`config.mk`:
```
export PLATFORM = sky130hd
export DESIGN_NAME = instruction_fetch_stage
export DESIGN_NICKNAME = d
export VERILOG_FILES = /design/src/rtl/instruction_fetch_stage_pkg.sv /design/src/rtl/instruction_fetch_stage_if_id_register.sv /design/src/rtl/instruction_fetch_stage.sv
export SDC_FILE = /design/constraint.sdc
export NUM_CORES = 1
export LEC_CHECK = 0
export CORE_AREA = 5 5 139 141
export CTS_CLUSTER_DIAMETER = 30
export DETAILED_ROUTE_END_ITERATION = 6
export DIE_AREA = 0 0 144 146
export PLACE_DENSITY = 0.69
export SYNTH_ARGS = -nofsm -noshare
export SYNTH_HDL_FRONTEND = slang
export SYNTH_HIERARCHICAL = 1
export SYNTH_SLANG_ARGS = --single-unit
```
`constraint.sdc`:
```
create_clock -name clock -period 2.9 [get_ports clock]
set_input_delay 0.29 -clock clock [delete_from_list [all_inputs] [get_ports clock]]
set_output_delay 0.29 -clock clock [all_outputs]
set_load 0.01 [all_outputs]
```
`src/rtl/instruction_fetch_stage_pkg.sv`:
```
// Shared IF/ID pipeline definitions, reused by the fetch stage, the ID stage and the hazard unit.
// Holds the IF/ID bundle layout, the reset/bubble constants and word-alignment helpers.
package instruction_fetch_stage_pkg;

    localparam int          WORD_BYTES = 4;
    localparam logic [31:0] RESET_PC   = 32'h0000_0000;
    localparam logic [31:0] NOP_WORD   = 32'h0000_0000;

    typedef struct packed {
        logic [31:0] pc;
        logic [31:0] instruction;
        logic        valid;
    } if_id_t;

    typedef enum logic [1:0] {
        IFID_HOLD   = 2'b00,
        IFID_LOAD   = 2'b01,
        IFID_BUBBLE = 2'b10
    } if_id_ctl_t;

    function automatic logic [31:0] align_word(input logic [31:0] addr);
        return {addr[31:2], 2'b00};
    endfunction

endpackage

```
`src/rtl/instruction_fetch_stage_if_id_register.sv`:
```
// IF/ID pipeline register with load / hold / bubble control; 1-cycle latency.
// Backpressure: a HOLD control freezes the contents; BUBBLE inserts a dead NOP.
module if_id_register #(
    parameter logic [31:0] NOP_WORD = instruction_fetch_stage_pkg::NOP_WORD
) (
    input  logic                                   clock,
    input  logic                                   reset,
    input  instruction_fetch_stage_pkg::if_id_ctl_t i_ctl,
    input  instruction_fetch_stage_pkg::if_id_t     i_dat,
    output instruction_fetch_stage_pkg::if_id_t     o_dat
);
    import instruction_fetch_stage_pkg::*;

    if_id_t r_dat;
    if_id_t w_bubble;

    always_comb begin
        w_bubble             = '0;
        w_bubble.instruction = NOP_WORD;
    end

    always_ff @(posedge clock) begin
        if (reset) begin
            r_dat <= w_bubble;
        end else begin
            case (i_ctl)
                IFID_LOAD:   r_dat <= i_dat;
                IFID_BUBBLE: r_dat <= w_bubble;
                default:     r_dat <= r_dat;
            endcase
        end
    end

    assign o_dat = r_dat;

endmodule

```
`src/rtl/instruction_fetch_stage.sv`:
```
// IF stage: owns the PC, fetches one word per cycle into IF/ID; 1-cycle fetch latency.
// Backpressure: freeze holds PC, IF/ID and count; a taken branch still redirects during freeze.
module instruction_fetch_stage #(
    parameter logic [31:0] RESET_PC = instruction_fetch_stage_pkg::RESET_PC,
    parameter logic [31:0] NOP_WORD = instruction_fetch_stage_pkg::NOP_WORD,
    parameter int          COUNT_W  = 32
) (
    input  logic               clock,
    input  logic               reset,
    input  logic               freeze,
    input  logic               flush,
    input  logic               branch_taken,
    input  logic [31:0]        branch_address,
    input  logic [31:0]        instruction,
    output logic [31:0]        instr_address,
    output logic [31:0]        if_id_pc,
    output logic [31:0]        if_id_instruction,
    output logic               if_id_valid,
    output logic [COUNT_W-1:0] fetch_count
);
    import instruction_fetch_stage_pkg::*;

    logic [31:0]        r_pc;
    logic [COUNT_W-1:0] r_fetch_count;
    logic [31:0]        w_pc_plus4;
    logic [31:0]        w_next_pc;
    logic               w_count_inc;
    if_id_ctl_t         w_ctl;
    if_id_t             w_load_dat;
    if_id_t             w_if_id;

    assign w_pc_plus4 = r_pc + 32'(WORD_BYTES);

    // Branch outranks freeze: the redirecting branch is older than the stalled instruction.
    always_comb begin
        w_next_pc   = w_pc_plus4;
        w_ctl       = IFID_LOAD;
        w_count_inc = 1'b0;
        if (branch_taken) begin
            w_next_pc = align_word(branch_address);
            w_ctl     = IFID_BUBBLE;
        end else if (freeze) begin
            w_next_pc = r_pc;
            w_ctl     = IFID_HOLD;
        end else if (flush) begin
            w_ctl     = IFID_BUBBLE;
        end else begin
            w_count_inc = 1'b1;
        end
    end

    always_comb begin
        w_load_dat             = '0;
        w_load_dat.pc          = w_pc_plus4;
        w_load_dat.instruction = instruction;
        w_load_dat.valid       = 1'b1;
    end

    always_ff @(posedge clock) begin
        if (reset) begin
            r_pc          <= RESET_PC;
            r_fetch_count <= '0;
        end else begin
            r_pc <= w_next_pc;
            if (w_count_inc) begin
                r_fetch_count <= r_fetch_count + COUNT_W'(1);
            end
        end
    end

    if_id_register #(
        .NOP_WORD (NOP_WORD)
    ) u_if_id (
        .clock (clock),
        .reset (reset),
        .i_ctl (w_ctl),
        .i_dat (w_load_dat),
        .o_dat (w_if_id)
    );

    assign instr_address     = r_pc;
    assign if_id_pc          = w_if_id.pc;
    assign if_id_instruction = w_if_id.instruction;
    assign if_id_valid       = w_if_id.valid;
    assign fetch_count       = r_fetch_count;

endmodule

```
==> results.yml, run 1 <==
grt:
  grtUsageTotal_pct: 18.0
  use_met3_pct: 6.38
  grt_pass1_wl_um: 30700
  gr-usage-met1_pct: 24.1
  grt_max_degree: 76
  met2_usage_pct: 27.0
  busiest_layer: "met2"
  grt_pass1_vias: 5826
  antenna_found_initial: 2
  grt-ovfl-total: 0
critical_path:
  start_kind: "flip-flop"
  regToRegStartpoint: "instr_address[5]"
  slowest_delay_ps: 660
  cp.arrival_ps: 2720
  cp_num_buf_inv: 0
  r2r_end: "u_if_id/o_dat[63]"
  reg2reg_slack_ps: 520
  critPathTopFamily: "simple AND/OR/NAND/NOR gates"
  crit_type: "flip-flop to flip-flop"
  cp.depth: 6
  rr_worst_depth: 6
  required_ps: 3240
  path_max_fanout: 12
  cp_slowest_cell: "or4_4"
  endpoint: "u_if_id/o_dat[63]"
  path_cells: "nand4_2 > or4_4 > nor4_1 > xor2_1 > nand2b_1 > o22ai_1"
  cp-startpoint: "instr_address[5]"
  worstSetupEndpointType: "flip-flop"
sta:
  maxSlewHeadroom_pct: 47.8
  setup_viol: 0
  drv_slew: 0
  tightest_slew_ps: 783
  worst_slack_ps: 520
  rsz0062_at_grt: "no"
  period_share_pct: 82.1
  fin_skew_ps: 8.72
  tns_ps: 0
  finalHoldViolations: 0
  max_freq_ghz: 0.420
  min_period_ps: 2380
finish:
  finalNonFillerCells: 1199
  final_cell_mix: "clkdlybuf4s50_1 (192), dfxtp_1 (127), nand2_1 (103)"
  drive_above_1_share_pct: 13.3
  design_area_um2: 9570
  seq_area_um2: 2540
  final_core_util_pct: 53.6
  layout.nets: 1028
  mostFrequentLayoutCell: "clkdlybuf4s50_1"
  multi_input_area_um2: 3890
  n_fill_cell: 1654
  syn_to_final_growth_pct: 39.7
routing:
  ant_nets: 0
  wl_um: 19500
  wl_per_cell_um: 16.3
  drt_first_pass_iters: 4
  via_per_inst: 5.22
  drt-initial-drc-count: 240
  route.detailed.drc: 0
  vias: 6256
power:
  leakagePower_nw: 3.23
  power_density_nw_per_um2: 506
  ir_worst_vdd_uv: 401
yosys:
  synth_top_family_by_area: "simple AND/OR/NAND/NOR gates"
  netlist_area_um2: 6850
  ys_ff_latch: 127
  synthAdderAreaFrac_pct: 0.548
  syn_area_per_cell_um2: 8.75
  synth_simple_gate_area_share_pct: 28.1
  synth_top_area_share_pct: 37.1
  synth_compound_area_share_pct: 20.0
  synth_area_leaders: "dfxtp_1 (37%), o22ai_2 (11%), nand2b_1 (6.0%), nand2_1 (5.6%), xnor2_1 (4.0%)"
  synthMuxAreaShare_pct: 1.52
  synth_top_area_cell: "dfxtp_1"
  synthDistinctLibCells: 52
  seq_area_frac_synth_pct: 37.1
  ys_warn_count: 6
  syn-instance-count: 783
  synth_xor_area_share_pct: 6.27
clock_network:
  cts_sinks: 127
  cts_setup_buffers: 0
  cts_tree: "yes"
  root_buffer: "clkbuf_16"
  htreeDepth: 4
  cts_resized: 0
  clkLatencyLatePin_ps: 420
  cts_buffers: 17
  path_clk_slew_ps: 60
  ctsHoldBuffers: 0
  clock_path_buffers: 2
floorplan:
  io-pin-count: 198
  rows: 49
  die_y_um: 146
  die_area_um2: 21000
  initial_core_util_pct: 38.4
  die_w_um: 144
  coreArea_um2: 17800
placed_design:
  numPlacedInstances: 1166
  dp_slack_ps: 320
  port_buffers: 193
  placed_area_um2: 8940
  gp_congestion: 0.806
  dp_hpwl_um: 13700
run:
  maxCapViolCount: 0
outcome:
  status: "finished clean"
min_path:
  hp-class: "input pin to flip-flop"
[state kept, by name, indices dropped and copies added (netlist names)]
register       cells
instr_address     30
fetch_count       32
u_if_id/o_dat     65
[metal layers]
layer | up-vias | share of wire [%]
li1 | 3145 | -
met1 | 2873 | 47
met2 | 201 | 44
met3 | 33 | 7.9
met4 | 4 | 1.9
met5 | - | 0.13
[cells by family after synthesis]
family / after synthesis
AO/OA/AOI/OAI: 157
XOR/XNOR: 49
adder cells (fa/ha/maj): 3
buffers and inverters: 83
flip-flops: 127
multiplexers: 10
other: 2
AND/OR/NAND/NOR: 352
[Yosys cell counts, drive strengths merged]
master   instances
nor3            18
o211ai           1
and4            15
o211a            1
nand4           19
o221ai           1
or4             17
a2111oi          4
o21ai           20
o31ai           15
conb             2
xnor2           31
a211oi          11
inv             19
a32oi            1
a21oi           29
a21o             3
nand3b           2
nor2            36
or2              3
nand2          103
dfxtp          127
a311oi           6
nand2b          66
o22ai           64
nor2b            4
nand3           25
clkbuf          33
nand4b           1
nor4            13
nor4b            2
or3             15
and2             5
buf             31
ha               3
xor2            18
mux2i            7
o311a            1
or3b             1
mux2             3
and3             7
[through the flow]
stage,hold slack [ps],power (mW)
after floorplan,428,2.29
final,317,4.84
after detailed placement,457,2.59
after CTS,291,4.89
after global placement,451,2.59
after global routing,317,5.03
[final cells by class]
cell class / count / area share (%)
diodes: 1 / 0.0262
clock buffers: 19 / 4.63
clock inverters: 13 / 1.95
inverters: 19 / 0.745
multi-input cells: 576 / 40.6
flip-flops and latches: 127 / 26.6
well taps: 229 / 2.99
repair buffers: 215 / 22.5
[where the power goes]
group | switching, mW | total (mW) | internal (mW)
logic | 0.318 | 0.663 | 0.344
registers | 0.0751 | 1.89 | 1.82
clock network | 0.820 | 2.28 | 1.47
total | 1.21 | 4.84 | 3.62
[worst min-delay path by stage]
stage	from	endpoint	slack, ps	cells past startpoint
5_1_grt	reset	fetch_count[9]	320	2
4_1_cts	reset	fetch_count[9]	290	2
3_3_place_gp	u_if_id/o_dat[62]	u_if_id/o_dat[62]	450	2
6_report	reset	fetch_count[9]	320	2
2_1_floorplan	branch_address[14]	instr_address[14]	430	1
3_5_place_dp	u_if_id/o_dat[62]	u_if_id/o_dat[62]	460	2
(Power assumes the default switching activity.)
==> inputs of run 2 (changes only) <==
- clock period: 2.9 -> 2.42 ns (I/O delays scaled with it)
==> results.yml, run 2 (synthesis results as in run 1) <==
outcome:
  status: "finished clean"
critical_path:
  cp.arrival_ps: 2480
  start_kind: "flip-flop"
  slowest_delay_ps: 600
  r2r_end: "u_if_id/o_dat[63]"
  cp-startpoint: "instr_address[16]"
  crit_type: "flip-flop to flip-flop"
  path_max_fanout: 12
  required_ps: 2760
  worstSetupEndpointType: "flip-flop"
  endpoint: "u_if_id/o_dat[63]"
  cp_slowest_cell: "or4_4"
  path_cells: "nand4_4 > or4_4 > nor4_1 > xor2_1 > nand2b_1 > o22ai_1"
  rr_worst_depth: 6
  reg2reg_slack_ps: 280
  regToRegStartpoint: "instr_address[16]"
grt:
  grt_max_degree: 98
  busiest_layer: "met2"
  grt_pass1_vias: 6031
  grt-ovfl-total: 0
  grtUsageTotal_pct: 18.4
  met2_usage_pct: 28.6
  gr-usage-met1_pct: 24.2
  use_met3_pct: 6.74
  antenna_found_initial: 2
  grt_pass1_wl_um: 31700
routing:
  vias: 6375
  via_per_inst: 5.21
  route.detailed.drc: 0
  wl_per_cell_um: 16.2
  wl_um: 19800
  ant_nets: 0
  drt-initial-drc-count: 237
  drt_first_pass_iters: 4
power:
  p_seq_share_pct: 39.8
  ir_worst_vdd_uv: 387
  internal-power_mw: 4.16
  totalPowerFinal_mw: 5.63
  leakagePower_nw: 3.35
  p_comb_share_pct: 15.4
  p_clk_share_pct: 44.8
  swShare_pct: 26.2
  p_sw_mw: 1.48
  power_density_nw_per_um2: 578
floorplan:
  coreArea_um2: 17800
  rows: 49
  die_y_um: 146
  io-pin-count: 198
  die_area_um2: 21000
  die_w_um: 144
  initial_core_util_pct: 38.4
sta:
  fin_skew_ps: 14.2
  rsz0062_at_grt: "no"
  finalHoldViolations: 0
  min_period_ps: 2140
  tns_ps: 0
  period_share_pct: 88.2
  drv_slew: 0
  max_freq_ghz: 0.468
  setup_viol: 0
clock_network:
  cts_resized: 0
  htreeDepth: 4
  root_buffer: "clkbuf_16"
  clkLatencyLatePin_ps: 410
  clock_path_buffers: 2
  ctsHoldBuffers: 0
  cts_tree: "yes"
  path_clk_slew_ps: 60
  cts_sinks: 127
  cts_setup_buffers: 0
  cts_buffers: 17
placed_design:
  dp_hpwl_um: 14100
  numPlacedInstances: 1191
  port_buffers: 193
  placed_area_um2: 9160
  gp_congestion: 0.840
run:
  maxCapViolCount: 0
finish:
  syn_to_final_growth_pct: 42.4
  final_core_util_pct: 54.7
  largest_reg_flops: 65
  finalNonFillerCells: 1224
  final_cell_mix: "clkdlybuf4s50_1 (192), dfxtp_1 (127), nand2_1 (103)"
  mostFrequentLayoutCell: "clkdlybuf4s50_1"
  drive_above_1_share_pct: 15.6
  layout.nets: 1053
  design_area_um2: 9750
min_path:
  hp-class: "input pin to flip-flop"
## run 2: layer usage
layer | vias up | wire (um)
li1 | 3190 | -
met1 | 2981 | 8730
met2 | 179 | 9060
met3 | 21 | 1730
met4 | 4 | 243
met5 | - | 26
## run 2: power by group through the flow
stage	registers, mW	logic [mW]	clock network (mW)
floorplan	2.33	0.411	0
global placement	2.28	0.864	0
detailed placement	2.29	0.868	0
CTS	2.24	0.871	2.59
global route	2.26	0.931	2.70
finish	2.24	0.866	2.52
## run 2: cell type report
class | instances | area, um2
Fill cell | 1662 | 8090
Multi-Input combinational cell | 576 | 3890
Sequential cell | 127 | 2540
Timing Repair Buffer | 240 | 2370
Clock buffer | 17 | 425
Tap cell | 229 | 287
Clock inverter | 15 | 160
Inverter | 19 | 71.3
Antenna cell | 1 | 2.50
## run 2: critical path, delay by kind of cell, from the launching register on
kind,cells,cell delay [ps]
AND/OR/NAND/NOR,4,1290
flip-flops,1,490
XOR/XNOR,1,200
AO/OA/AOI/OAI,1,110
## run 2: through the flow
stage	setup WS (ps)	hold slack, ps
after detailed placement	91.8	452
after CTS	274	240
after global placement	124	451
after floorplan	35.8	380
final	284	255
after global routing	86.6	286
## run 2: how the worst min path moves through the flow
stage | cells past startpoint | end | slack, ps | start
after global placement | 2 | u_if_id/o_dat[62] | 450 | u_if_id/o_dat[62]
final | 2 | u_if_id/o_dat[62] | 260 | reset
after CTS | 2 | u_if_id/o_dat[62] | 240 | reset
after global routing | 2 | u_if_id/o_dat[62] | 290 | reset
after detailed placement | 2 | u_if_id/o_dat[62] | 450 | u_if_id/o_dat[62]
after floorplan | 1 | instr_address[14] | 380 | branch_address[14]
